[src/rtl/qpsk_pkg.sv]
// Shared definitions for the QPSK link: controller state codes, default
// timing constants and the phase/fill helpers used by the controller and rx.
package qpsk_pkg;

  typedef enum logic [2:0] {
    ST_IDLE    = 3'd0,
    ST_TX_FILL = 3'd1,
    ST_TX_RUN  = 3'd2,
    ST_RX_FILL = 3'd3,
    ST_RUN     = 3'd4
  } state_e;

  localparam int OS_DEF          = 4;
  localparam int TX_FILL_SYM_DEF = 8;
  localparam int RX_FILL_SYM_DEF = 12;
  localparam int PHASE_W         = 2;
  localparam int FILL_W          = 8;

  // Requested phases beyond the last sample slot collapse onto the last slot.
  function automatic logic [PHASE_W-1:0] clamp_phase(input logic [PHASE_W-1:0] p, input int os);
    if (int'(p) > os - 1) begin
      return PHASE_W'(os - 1);
    end else begin
      return p;
    end
  endfunction

  function automatic logic [FILL_W-1:0] fill_inc(input logic [FILL_W-1:0] v);
    if (v == {FILL_W{1'b1}}) begin
      return v;
    end else begin
      return v + FILL_W'(1);
    end
  endfunction

endpackage

[src/rtl/sym_tick_gen.sv]
// Symbol-rate strobe generator: one registered pulse every OS cycles, parked at
// zero while stopped and phase-aligned so the first pulse follows the start edge.
module sym_tick_gen #(
  parameter int OS = 4
) (
  input  logic clk,
  input  logic rst,
  input  logic i_run,
  input  logic i_start,
  output logic o_tick
);

  localparam int CW = (OS > 2) ? $clog2(OS) : 1;

  logic [CW-1:0] r_os_cnt;
  logic          r_tick;

  // Divider counter and registered strobe; loading 1 on start puts the pulse in the first run cycle.
  always_ff @(posedge clk) begin
    if (!rst) begin
      r_os_cnt <= '0;
      r_tick   <= 1'b0;
    end else if (!i_run) begin
      r_os_cnt <= '0;
      r_tick   <= 1'b0;
    end else if (i_start) begin
      r_os_cnt <= CW'(1);
      r_tick   <= 1'b1;
    end else begin
      r_os_cnt <= (r_os_cnt == CW'(OS - 1)) ? '0 : r_os_cnt + CW'(1);
      r_tick   <= (r_os_cnt == '0);
    end
  end

  assign o_tick = r_tick;

endmodule

[src/rtl/qpsk_link_ctrl.sv]
// Bring-up sequencer for the PRBS -> tx -> rx chain: paces the source, waits out
// filter fill latency and applies rx phase changes only on symbol boundaries.
module qpsk_link_ctrl
  import qpsk_pkg::*;
#(
  parameter int OS          = OS_DEF,
  parameter int TX_FILL_SYM = TX_FILL_SYM_DEF,
  parameter int RX_FILL_SYM = RX_FILL_SYM_DEF
) (
  input  logic               clk,
  input  logic               rst,
  input  logic               i_enable_tx,
  input  logic               i_enable_rx,
  input  logic [PHASE_W-1:0] i_phase,
  output logic               o_sym_tick,
  output logic               o_enable_tx,
  output logic               o_enable_rx,
  output logic [PHASE_W-1:0] o_phase,
  output logic               o_rx_valid,
  output logic [2:0]         o_state
);

  localparam logic [FILL_W-1:0] TX_LAST = FILL_W'(TX_FILL_SYM - 1);
  localparam logic [FILL_W-1:0] RX_LAST = FILL_W'(RX_FILL_SYM - 1);

  state_e              r_state, w_nxt;
  logic [FILL_W-1:0]   r_fill_cnt, w_fill_nxt;
  logic [PHASE_W-1:0]  r_phase, w_phase_nxt, w_phase_req;
  logic                r_en_tx, r_en_rx, r_valid;
  logic                w_tick, w_run, w_start;

  assign w_phase_req = clamp_phase(i_phase, OS);
  assign w_run       = (w_nxt != ST_IDLE);
  assign w_start     = (r_state == ST_IDLE) && w_run;

  sym_tick_gen #(.OS(OS)) u_tick (
    .clk     (clk),
    .rst     (rst),
    .i_run   (w_run),
    .i_start (w_start),
    .o_tick  (w_tick)
  );

  // Next-state decode: tx drop, rx drop, phase change, fill completion in that order.
  always_comb begin
    w_nxt       = r_state;
    w_fill_nxt  = r_fill_cnt;
    w_phase_nxt = r_phase;
    if (r_state != ST_IDLE && !i_enable_tx) begin
      w_nxt      = ST_IDLE;
      w_fill_nxt = '0;
    end else if ((r_state == ST_RX_FILL || r_state == ST_RUN) && !i_enable_rx) begin
      w_nxt      = ST_TX_RUN;
      w_fill_nxt = '0;
    end else begin
      case (r_state)
        ST_IDLE: begin
          if (i_enable_tx) begin
            w_nxt      = ST_TX_FILL;
            w_fill_nxt = '0;
          end else begin
            w_nxt = ST_IDLE;
          end
        end
        ST_TX_FILL: begin
          if (w_tick && r_fill_cnt >= TX_LAST) begin
            w_nxt      = ST_TX_RUN;
            w_fill_nxt = '0;
          end else if (w_tick) begin
            w_fill_nxt = fill_inc(r_fill_cnt);
          end else begin
            w_nxt = ST_TX_FILL;
          end
        end
        ST_TX_RUN: begin
          if (i_enable_rx) begin
            w_nxt       = ST_RX_FILL;
            w_fill_nxt  = '0;
            w_phase_nxt = w_phase_req;
          end else begin
            w_nxt = ST_TX_RUN;
          end
        end
        ST_RX_FILL, ST_RUN: begin
          if (w_tick && w_phase_req != r_phase) begin
            w_nxt       = ST_RX_FILL;
            w_fill_nxt  = '0;
            w_phase_nxt = w_phase_req;
          end else if (w_tick && r_state == ST_RX_FILL && r_fill_cnt >= RX_LAST) begin
            w_nxt      = ST_RUN;
            w_fill_nxt = '0;
          end else if (w_tick && r_state == ST_RX_FILL) begin
            w_fill_nxt = fill_inc(r_fill_cnt);
          end else begin
            w_nxt = r_state;
          end
        end
        default: begin
          w_nxt      = ST_IDLE;
          w_fill_nxt = '0;
        end
      endcase
    end
  end

  // State, counter and registered outputs derived from the decoded next state.
  always_ff @(posedge clk) begin
    if (!rst) begin
      r_state    <= ST_IDLE;
      r_fill_cnt <= '0;
      r_phase    <= '0;
      r_en_tx    <= 1'b0;
      r_en_rx    <= 1'b0;
      r_valid    <= 1'b0;
    end else begin
      r_state    <= w_nxt;
      r_fill_cnt <= w_fill_nxt;
      r_phase    <= w_phase_nxt;
      r_en_tx    <= w_run;
      r_en_rx    <= (w_nxt == ST_RX_FILL) || (w_nxt == ST_RUN);
      r_valid    <= (w_nxt == ST_RUN);
    end
  end

  assign o_sym_tick  = w_tick;
  assign o_enable_tx = r_en_tx;
  assign o_enable_rx = r_en_rx;
  assign o_phase     = r_phase;
  assign o_rx_valid  = r_valid;
  assign o_state     = r_state;

endmodule

[config.mk]
export PLATFORM = sky130hd
export DESIGN_NAME = qpsk_link_ctrl
export DESIGN_NICKNAME = d
export VERILOG_FILES = /design/src/rtl/qpsk_pkg.sv /design/src/rtl/sym_tick_gen.sv /design/src/rtl/qpsk_link_ctrl.sv
export SDC_FILE = /design/constraint.sdc
export NUM_CORES = 1
export LEC_CHECK = 0
export CAP_MARGIN = 15
export CORE_MARGIN = 3
export CORE_UTILIZATION = 50
export DETAILED_ROUTE_END_ITERATION = 6
export PLACE_DENSITY = 0.84
export RECOVER_POWER = 25
export SLEW_MARGIN = 0
export SYNTH_ARGS = -nofsm -noshare
export SYNTH_HDL_FRONTEND = slang
export SYNTH_SLANG_ARGS = --single-unit
[constraint.sdc]
create_clock -name clk -period 2.2 [get_ports clk]
set_input_delay 0.44 -clock clk [delete_from_list [all_inputs] [get_ports clk]]
set_output_delay 0.44 -clock clk [all_outputs]
set_load 0.05 [all_outputs]
# Word level (Yosys, flattened, before mapping)
# Index checks and enable logic that the tools add are counted.
# W data, S select, Z words.
# word_totals
regBits	19
word_cells	77
# op_classes
addsub	2
order_cmp	2
n_eq_ne	14
n_mux	24
n_bitwise	4
reduce_logical	22
# op_table
op	n
$mux W8	8
$pmux W8 S4	1
$mux W3	6
$pmux W3 S4	1
$eq A3 B2 Y1 const B	3
$add A8 B1 Y8 const B	1
$eq A8 B8 Y1 const B	1
$ge A8 B3 Y1 const B	1
$ge A8 B4 Y1 const B	1
$logic_and A1 B1 Y1	7
$eq A3 B3 Y1 const B	2
$ne A2 B2 Y1 const B	3
$reduce_bool A3 Y1	2
$mux W1	5
$reduce_and A5 Y1	1
$mux W2	2
$ne A4 B4 Y1 const B	1
$not A1 Y1	4
$pmux W2 S2	1
$reduce_and A4 Y1	1
$reduce_or A4 Y1	1
$eq A3 B1 Y1 const B	1
$logic_not A3 Y1	1
$ne A3 B2 Y1 const B	1
other kinds (10)	12

# Longest topological paths before layout
# Gate-level depths: netlist (run 1).
# depth
word_depth	11
depth_mapped	7
depth_no_buf	6

# Hierarchy
# Synthesis (run 1) repeated with hierarchy kept, for this count alone.
# hier_totals
hier_cells	131
hier_area_um2	1168.6
# by_module_without_submodules
mod	n_inst	cells_each	area_each_um2	seq_area_each_um2
qpsk_link_ctrl	1	118	1033.5	320.3
sym_tick_gen	1	13	135.1	60.1

# Worst setup path before layout (run 1)
# OpenSTA, ideal clock, no wires.
# synth_path
path_kind	register to register
from	register r_state[0] (netlist: o_state[0])
to	register u_tick.r_os_cnt[1]
setup_ns	0.087
t_arrival_ns	1.942
required_time_ns	2.113
setup_slack_ns	0.171
path_stages_with_launch	7
path_buffers	1
synth_period_minus_slack_ns	2.029
cell_sequence	dfxtp_1 > buf_2 > and3b_1 > nand3_1 > a21o_1 > o221a_4 > nor4b_4
# synth_between
elab_chain_cells	11
# synth_rtl
element	line	source
start: declaration	qpsk_link_ctrl.sv:26	state_e r_state, w_nxt;
start signal: assignment	qpsk_link_ctrl.sv:116	r_state <= w_nxt;
$eq A3 B2 Y1	qpsk_link_ctrl.sv:52, qpsk_link_ctrl.sv:56, qpsk_link_ctrl.sv:89	
$logic_and A1 B1 Y1 (2 in a row)	qpsk_link_ctrl.sv:89	end else if (w_tick && r_state == ST_RX_FILL && r_fill_cnt >= RX_LAST) begin
$mux W3	qpsk_link_ctrl.sv:89	
$mux W3	qpsk_link_ctrl.sv:85	if (w_tick && w_phase_req != r_phase) begin
$pmux W3 S4	qpsk_link_ctrl.sv:56	case (r_state)
$mux W3	qpsk_link_ctrl.sv:52	end else if ((r_state == ST_RX_FILL || r_state == ST_RUN) && !i_enable_rx) begin
$mux W3	qpsk_link_ctrl.sv:49	if (r_state != ST_IDLE && !i_enable_tx) begin
$reduce_bool A3 Y1	qpsk_link_ctrl.sv:33	assign w_run = (w_nxt != ST_IDLE);
$logic_and A1 B1 Y1 or $not A1 Y1 (tied branches)	-	
$reduce_or A4 Y1 (no line) *	-	
end signal: assignment	sym_tick_gen.sv:30	r_os_cnt <= (r_os_cnt == CW'(OS - 1)) ? '0 : r_os_cnt + CW'(1);
end: declaration	sym_tick_gen.sv:15	logic [CW-1:0] r_os_cnt;
# Every way passes the cells marked *; elsewhere a longest branch is shown, timed or not.
# A chain may end at the register's enable or synchronous reset.

# Final worst setup path (run 1)
# layout_path
from	register r_state[0] (netlist: o_state[0])
to	output o_state[0]
# layout_rtl
element	line	source
end: declaration	qpsk_link_ctrl.sv:20	output logic [2:0] o_state
# No word-level cell between the ends.

==> flow_metrics.tcl, run 1 <==
set metrics [dict create \
    final-max-slew-violation-count 0 \
    ys_seq_area_share_pct 34.2 \
    path_clk_slew_ns 0.12 \
    clk_path_buf_depth 2 \
    slew-limit-headroom_pct 60.0 \
    holdCritStartpoint "r_fill_cnt[1]$_SDFFE_PP0P_" \
    critPathSlowestCell "dfxtp_1" \
    finalHoldViolations 0 \
    htreeDepth 1 \
    r2r-start "o_state[1]$_SDFF_PN0_" \
    final.min_clock_period_ns 1.96 \
    drt.antenna.violating_nets 0 \
    syn2layout_area_growth_pct 16.0 \
    critPathBufInv 1 \
    clock.fmax_ghz 0.511 \
    cp-end-kind "output pin" \
    firstDrtPassIters 4 \
    synth_nets 138 \
    synth_cell_types 45 \
    grt_max_degree 16 \
    critPathKind "reg -> out" \
    syn_area_sq_mm 0.00111 \
    fin_ws_ns 0.242 \
    wl_per_cell_microns 14.2 \
    vias 1030 \
    met1_length_mm 1.14 \
    dieArea_sq_mm 0.00283 \
    drtIter0Drc 32 \
    place_ws_ns -0.0221 \
    drive_gt1_share_pct 11.6 \
    numPortBuffers 14 \
    timing.final.crit_share_pct 89.0 \
    ys_async_sr_fraction_pct 0 \
    crit_path_cell_trace "clkbuf_1" \
    startpoint_type "register" \
    skew_ns 0.0125 \
    grt_remaining_overflow 0 \
    rows 16 \
    numClockSinks 19 \
    yosys_most_used_dff "dfxtp_1" \
    tns_ns 0 \
    cts_setup_buffers 0 \
    ys_warn_count 0 \
    cp-startpoint "o_state[0]$_SDFF_PN0_" \
    status "complete, no violations" \
    drv_cap 0 \
    root_buffer "clkbuf_4" \
    critPathTopFamily "flip-flops" \
    insertion_delay_ns 0.30 \
    die_y_microns 53.2 \
    hold_path_class "reg -> reg" \
    cts_made_buffers 3 \
    fill_cells 196 \
    worst_slew_pin_slew_ns 0.602 \
    ys_ff_latch 19 \
    cp.required_ns 1.76 \
    critical_path_cell_count 1 \
    ctsResizeCount 0 \
    leakagePower_nw 0.481 \
    postSynthAreaPerCell_sq_um 8.63 \
    dp_hpwl_mm 1.84 \
    powerDensity_mw_per_mm2 508 \
    avgViaCountPerCell 5.95 \
    vdd_ir_drop_max_mv 0.407 \
    ff2ff_path_depth 5 \
    utilization_pct 63.2 \
    core_sq_mm 0.00204 \
    grt_pass1_vias 970 \
    top_layer_used "met4" \
    grtUsageTotal_pct 19.7 \
    grt_pass1_wl_mm 4.09 \
    hold_ws_ns 0.485 \
    die_w_microns 53.2 \
    min_path_cells 2 \
    synth-edff-count 0 \
    critPathMaxStageDelay_ns 0.70 \
    drc_errors 0 \
    initial_core_util_pct 54.5 \
    rsz0062_at_grt "no" \
    worstPathArrival_ns 1.52 \
    total_power_uw 655 \
    setup_viol_count_final 0 \
    antenna_cells 0 \
    num_io_pins 15 \
    met2WireLength_mm 1.19 \
    cp_max_fo 15 \
    hold_buffers 0 \
    netlist_instances 129 \
    cts_tree "built" \
    grt_antenna_before_repair 0 \
    wl_met3_microns 107 \
    nets 156 \
    gp_congestion 0.878 \
    drt-total-wl_mm 2.46 \
]
-- metrics by stage --
step / cells / cell area, sq um
finish: 173 / 1290
global route: 173 / 1290
CTS: 173 / 1310
detailed placement: 169 / 1280
global placement: 169 / 1280
floorplan: 129 / 1110
-- synthesized netlist by cell type, drive strengths merged, types with 2 or more instances --
cell	number	area share [%]
or2	2	1.1
a21oi	9	4.0
xor2	3	2.4
o21ai	9	4.0
inv	6	2.0
nand3	4	1.8
dfxtp	19	34
a31oi	2	1.1
mux2i	2	1.8
buf	4	1.8
a21o	4	2.7
nor2b	3	1.7
o21a	3	2.0
a211oi	3	2.0
nand2b	3	1.7
nor2	14	4.7
nor4b	2	2.9
nand2	7	2.4
nor3	3	2.8
o211ai	3	2.5
ha	3	3.4
nor3b	3	2.5
a41oi	2	1.6
-- registers in the layout, summed over array words and instances (netlist names) --
register,cells
r_fill_cnt,8
o_state,3
o_phase,2
u_tick.r_os_cnt,2
o_enable_rx,1
o_enable_tx,1
o_rx_valid,1
u_tick.o_tick,1
-- per-layer routing --
| layer | vias to the layer above | global-route usage, % |
|---|---|---|
| met1 | 486 | 25.5 |
| met4 | 0 | 6.38 |
| met2 | 29 | 33.5 |
| met3 | 6 | 2.54 |
| met5 | - | 0 |
| li1 | 509 | - |
-- area by class of cell --
class / instances / area, sq um / area share (%)
tap: 27 / 33.8 / 2.62
multi-input combinational: 99 / 687 / 53.2
timing repair buffer: 18 / 141 / 10.9
inverter: 6 / 22.5 / 1.74
sequential: 19 / 380 / 29.5
clock buffer: 4 / 26.3 / 2.03
-- cells by family (layout without fill, tap and decap cells) --
kind of cell	count (synthesis)	after routing	synth area share, %
adders and majority gates	3	3	3.37
xor gates and xnor gates	3	3	2.36
and+or+nand+nor	49	49	27.0
DFF	19	19	34.2
AOI/OAI and AO/OA	42	42	27.2
buffers and inverters	11	28	4.16
muxes	2	2	1.80
-- cells in the final DEF (no fill, tap or decap), types with 4 or more instances in the layout --
master / instances
a21o_1: 4
nand2_1: 7
nor2_1: 14
clkbuf_1: 6
a21oi_1: 9
dfxtp_1: 19
o21ai_0: 8
clkdlybuf4s50_1: 10
nand3_1: 4
inv_1: 6
-- worst paths after layout --
kind	to	slack, ns
worst min-delay path	r_fill_cnt[1]$_SDFFE_PP0P_	0.48
worst max-delay path	o_state[0]	0.24
worst min register to register	r_fill_cnt[1]$_SDFFE_PP0P_	0.48
worst max register to register	r_fill_cnt[2]$_SDFFE_PP0P_	0.25
-- where the power goes --
| group | total, mW | leakage (nW) | internal, mW | switching [mW] |
|---|---|---|---|---|
| Sequential | 0.369 | 0.154 | 0.352 | 0.0167 |
| Clock | 0.179 | 0.0150 | 0.0705 | 0.108 |
| Combinational | 0.108 | 0.312 | 0.0428 | 0.0651 |
| Total | 0.655 | 0.481 | 0.466 | 0.190 |
(Power assumes the default switching activity.)
==> inputs of run 2 (changes only) <==
GPL_TIMING_DRIVEN = 0   (was unset)
SLEW_MARGIN = 10   (was 0)
==> run 2 against run 1 <==
Register-to-register slack worse by 0.02 ns. Final area up 2.6%. Global-route usage down 0.66 points. Worst setup slack worse by 0.13 ns. Power up 0.28%. Final cell count up 0.58%. First-iteration DRC count up 13%. Non-clock buffer count up 1. Critical path type unchanged.
==> flow_metrics.tcl, run 2 (synthesis gave the netlist of run 1 again) <==
set metrics [dict create \
    status "complete, no violations" \
    cts_made_buffers 3 \
    hold_path_class "reg -> reg" \
    rsz0062_at_grt "no" \
    worst_slew_pin_slew_ns 0.696 \
    final_cell_mix "dfxtp_1 (19), nor2_1 (14), clkdlybuf4s50_1 (12), a21oi_1 (9), o21ai_0 (8)" \
    dp_hpwl_mm 1.77 \
    cp.required_ns 1.76 \
    vdd_ir_drop_max_mv 0.325 \
    htreeDepth 1 \
    clock.fmax_ghz 0.480 \
    timing.final.crit_share_pct 94.7 \
    grtUsageTotal_pct 19.0 \
    avgViaCountPerCell 6.07 \
    rrSetupSlack_ns 0.23 \
    path_clk_slew_ns 0.11 \
    crit_path_cell_trace "clkdlybuf4s50_1" \
    cts_tree "built" \
    leakagePower_nw 0.504 \
    hold_buffers 0 \
    worstPathArrival_ns 1.64 \
    grt_max_degree 11 \
    final_common_cell "dfxtp_1" \
    dieArea_sq_mm 0.00283 \
    numClockSinks 19 \
    drtIter0Drc 36 \
    slew-limit-headroom_pct 53.1 \
    dp.cells 170 \
    final-max-slew-violation-count 0 \
    setup_viol_count_final 0 \
    core_sq_mm 0.00204 \
    min_to "r_fill_cnt[1]$_SDFFE_PP0P_" \
    grt_antenna_before_repair 0 \
    drt.antenna.violating_nets 0 \
    holdCritStartpoint "r_fill_cnt[1]$_SDFFE_PP0P_" \
    grt_remaining_overflow 0 \
    instances_no_fill 174 \
    numPortBuffers 14 \
    cp_max_fo 7 \
    critPathSlowestCell "clkdlybuf4s50_1" \
    grt_pass1_wl_mm 4.00 \
    die_y_microns 53.2 \
    utilization_pct 64.9 \
    insertion_delay_ns 0.29 \
    critPathTopFamily "buffers and inverters" \
    r2r_end "u_tick.r_os_cnt[1]$_SDFF_PP0_" \
    critPathKind "reg -> out" \
    drt-total-wl_mm 2.40 \
    place_ws_ns -0.198 \
    startpoint_type "register" \
    cp-end-kind "output pin" \
    drive_gt1_share_pct 13.6 \
    grt_pass1_vias 961 \
    syn2layout_area_growth_pct 19.0 \
    nets 157 \
    firstDrtPassIters 4 \
    clk_path_buf_depth 2 \
    critPathBufInv 1 \
    initial_core_util_pct 54.5 \
    antenna_cells 0 \
    skew_ns 0.00302 \
    gp_congestion 0.853 \
    total_power_uw 657 \
    die_w_microns 53.2 \
    largest_reg_flops 8 \
    r2r-start "o_state[2]$_SDFF_PN0_" \
    drv_cap 0 \
    rows 16 \
    vias 1057 \
    fin_ws_ns 0.116 \
    wl_per_cell_microns 13.8 \
    regMostFlops "r_fill_cnt" \
    drc_errors 0 \
    ff2ff_path_depth 6 \
    min_path_cells 2 \
    cp-startpoint "o_state[2]$_SDFF_PN0_" \
    root_buffer "clkbuf_4" \
    finalHoldViolations 0 \
    final.min_clock_period_ns 2.08 \
    num_io_pins 15 \
    powerDensity_mw_per_mm2 496 \
    critPathMaxStageDelay_ns 0.86 \
]
## run 2: cell types whose count changed in the layout (fill, tap and decap cells not counted), sizes merged
cell / before / now
buf: 3 / 4
clkbuf: 9 / 5
clkdlybuf4s50: 10 / 12
dlygate4sd3: 0 / 2
## run 2: how the worst max path moves through the flow
stage | cells past startpoint | slack (ns) | to
floorplan | 6 | 0.17 | u_tick.r_os_cnt[1]$_SDFF_PP0_
global placement | 7 | -0.15 | r_fill_cnt[3]$_SDFFE_PP0P_
detailed placement | 7 | -0.20 | r_fill_cnt[5]$_SDFFE_PP0P_
CTS | 7 | 0.10 | r_fill_cnt[5]$_SDFFE_PP0P_
global route | 7 | 0.06 | r_fill_cnt[2]$_SDFFE_PP0P_
finish | 1 | 0.12 | o_state[2]
## run 2: through the flow
step                      cell area, sq um  hold WS, ns  setup TNS (ns)
after detailed placement              1290        0.474           -1.39
after global placement                1290        0.465          -0.990
after global routing                  1330        0.518               0
after floorplan                       1110        0.454               0
final                                 1330        0.489               0
after CTS                             1310        0.490               0
## run 2: final cells by class
class,instances,area (sq um)
fillers,174,717
multi-input cells,99,698
flip-flops and latches,19,380
repair buffers,14,140
well taps,27,33.8
clock buffers,4,26.3
plain buffers,5,23.8
inverters,6,22.5
## run 2: repair_timing
action / in CTS / in global routing
endpoints found under the setup margin: 0 / 5
setup buffers: 0 / 0
gates resized for setup: 0 / 2
## run 2: worst min-delay path, stage by stage, from the launching register on
cell and delay (ns):
dfxtp_1 0.34, nand2_1 0.06, a21oi_1 0.05
## run 2: metal layers
metal | part of all wire (%) | track usage [%] | vias up
li1 | - | - | 514
met1 | 46 | 23.7 | 499
met2 | 47 | 32.2 | 40
met3 | 5.9 | 2.54 | 4
met4 | 1.2 | 8.51 | 0
met5 | 0 | 0 | -
## run 2: report_power, final
part | total (mW) | switching [mW] | internal (mW) | leakage [nW]
Combinational | 0.122 | 0.0750 | 0.0466 | 0.335
Clock | 0.177 | 0.107 | 0.0706 | 0.0150
Sequential | 0.358 | 0.00605 | 0.352 | 0.154
Total | 0.657 | 0.188 | 0.470 | 0.504
==> inputs of run 3 (changes only) <==
CORE_UTILIZATION = 43   (was 50)
PLACE_DENSITY = unset   (was 0.84)
==> run 3 against run 2 <==
Final area shrank 0.38%. Global-route usage shrank 3.2 points. Sequential power is essentially flat. Critical path depth grew 6. Critical path type is now in -> reg. Critical endpoint is now r_fill_cnt[2]$_SDFFE_PP0P_.
==> flow_metrics.tcl, run 3 (synthesis gave the netlist of run 1 again) <==
set metrics [dict create \
    drc_errors 0 \
    clock.fmax_ghz 0.475 \
    numPortBuffers 14 \
    grt_antenna_before_repair 0 \
    timing.final.crit_share_pct 95.6 \
    cts_tree "built" \
    final-max-slew-violation-count 0 \
    vdd_ir_drop_max_mv 0.313 \
    gp_congestion 0.775 \
    path_clk_slew_ns 0.11 \
    htreeDepth 1 \
    largest_reg_flops 8 \
    p_comb_share_pct 18.4 \
    drv_cap 0 \
    place_area_sq_mm 0.00129 \
    leakagePower_nw 0.500 \
    total_power_uw 655 \
    startpoint_type "input port" \
    critPathKind "in -> reg" \
    drt-total-wl_mm 2.33 \
    grt_max_degree 11 \
    grt_pass1_vias 902 \
    slew-limit-headroom_pct 59.0 \
    num_io_pins 15 \
    setup_viol_count_final 0 \
    insertion_delay_ns 0.30 \
    final_common_cell "dfxtp_1" \
    root_buffer "clkbuf_4" \
    cts_made_buffers 3 \
    antenna_cells 0 \
    dp_hpwl_mm 1.76 \
    worstPathArrival_ns 2.34 \
    pwr-share-clk_pct 26.8 \
    rrSetupSlack_ns 0.30 \
    finalHoldViolations 0 \
    initial_core_util_pct 47.6 \
    skew_ns 0.00693 \
    drtIter0Drc 17 \
    nets 157 \
    top_layer_used "met4" \
    hold_path_class "reg -> reg" \
    final.min_clock_period_ns 2.10 \
    hold_buffers 0 \
    wl_per_cell_microns 13.3 \
    regMostFlops "r_fill_cnt" \
    seqPwrFrac_pct 54.7 \
    syn2layout_area_growth_pct 18.5 \
    dieArea_sq_mm 0.00324 \
    clk_path_buf_depth 2 \
    avgViaCountPerCell 5.60 \
    final_cell_mix "dfxtp_1 (19), nor2_1 (14), clkdlybuf4s50_1 (13), a21oi_1 (9), o21ai_0 (8)" \
    grt_pass1_wl_mm 4.05 \
    wl_met3_microns 89 \
    final_area_sq_mm 0.00132 \
    cp_max_fo 7 \
    utilization_pct 56.4 \
    sw_frac_of_total_pct 28.3 \
    met2WireLength_microns 945 \
    drt.antenna.violating_nets 0 \
    die_w_microns 56.9 \
    worst_slew_pin_slew_ns 0.609 \
    core_sq_mm 0.00234 \
    powerDensity_mw_per_mm2 496 \
    cp-end-kind "register" \
    vias 980 \
    firstDrtPassIters 4 \
    numClockSinks 19 \
    met1_length_mm 1.24 \
    die_y_microns 56.9 \
    rows 17 \
    cp.required_ns 2.44 \
    p_switching_uw 185 \
    drive_gt1_share_pct 12.9 \
    grtUsageTotal_pct 15.8 \
    p_int_uw 470 \
    grt_remaining_overflow 0 \
    rsz0062_at_grt "no" \
    status "complete, no violations" \
]
[run 3: cell count changes in the layout (fill, tap and decap cells not counted)]
cell / change
clkdlybuf4s50_1: +1
nor4b_1: +1
dlygate4sd3_1: -1
nor4b_2: -1
[run 3: layout make-up]
class                   instances  area [sq um]
repair buffers                 14           140
inverters                       6          22.5
plain buffers                   5          23.8
flip-flops and latches         19           380
multi-input cells              99           692
fillers                       235          1020
well taps                      28          35.0
clock buffers                   4          26.3
[run 3: timing repair]
item                       CTS  global route
buffers inserted             0             0
gates resized for setup      0             1
setup endpoints to repair    0             6
[run 3: routing by layer]
| metal | track usage [%] | vias to the layer above |
|---|---|---|
| met1 | 22.4 | 435 |
| met2 | 22.0 | 24 |
| met5 | 0 | - |
| met4 | 8.94 | 0 |
| li1 | - | 516 |
| met3 | 2.99 | 5 |
[run 3: per-stage QoR]
step | worst slack, ns | TNS, ns | hold slack (ns) | cells
5_1_grt | 0.00800 | 0 | 0.543 | 175
3_3_place_gp | -0.195 | -1.35 | 0.470 | 171
6_report | 0.0968 | 0 | 0.497 | 175
4_1_cts | 0.0999 | 0 | 0.498 | 175
3_5_place_dp | -0.233 | -1.66 | 0.482 | 171
2_1_floorplan | 0.171 | 0 | 0.454 | 129
[run 3: final timing paths]
| check | startpoint | endpoint | cells after the start |
|---|---|---|---|
| worst min register to register | r_fill_cnt[1]$_SDFFE_PP0P_ | r_fill_cnt[1]$_SDFFE_PP0P_ | 2 |
| worst max register to register | o_state[2]$_SDFF_PN0_ | u_tick.r_os_cnt[1]$_SDFF_PP0_ | 6 |
| worst min-delay path | r_fill_cnt[1]$_SDFFE_PP0P_ | r_fill_cnt[1]$_SDFFE_PP0P_ | 2 |
| worst max-delay path | i_enable_rx | r_fill_cnt[2]$_SDFFE_PP0P_ | 7 |
[run 3: power groups by stage]
stage / Combinational (mW) / Sequential [mW] / Clock [mW]
finish: 0.121 / 0.359 / 0.176
global route: 0.132 / 0.360 / 0.203
CTS: 0.120 / 0.359 / 0.186
detailed placement: 0.119 / 0.366 / 0
global placement: 0.118 / 0.366 / 0
floorplan: 0.0658 / 0.382 / 0
[run 3: critical path, cell delays in order]
cell	delay, ns
clkdlybuf4s50_1	0.53
nor4b_1	0.35
a211oi_2	0.09
or2_2	0.30
clkbuf_1	0.18
a21o_1	0.27
nor3_2	0.19
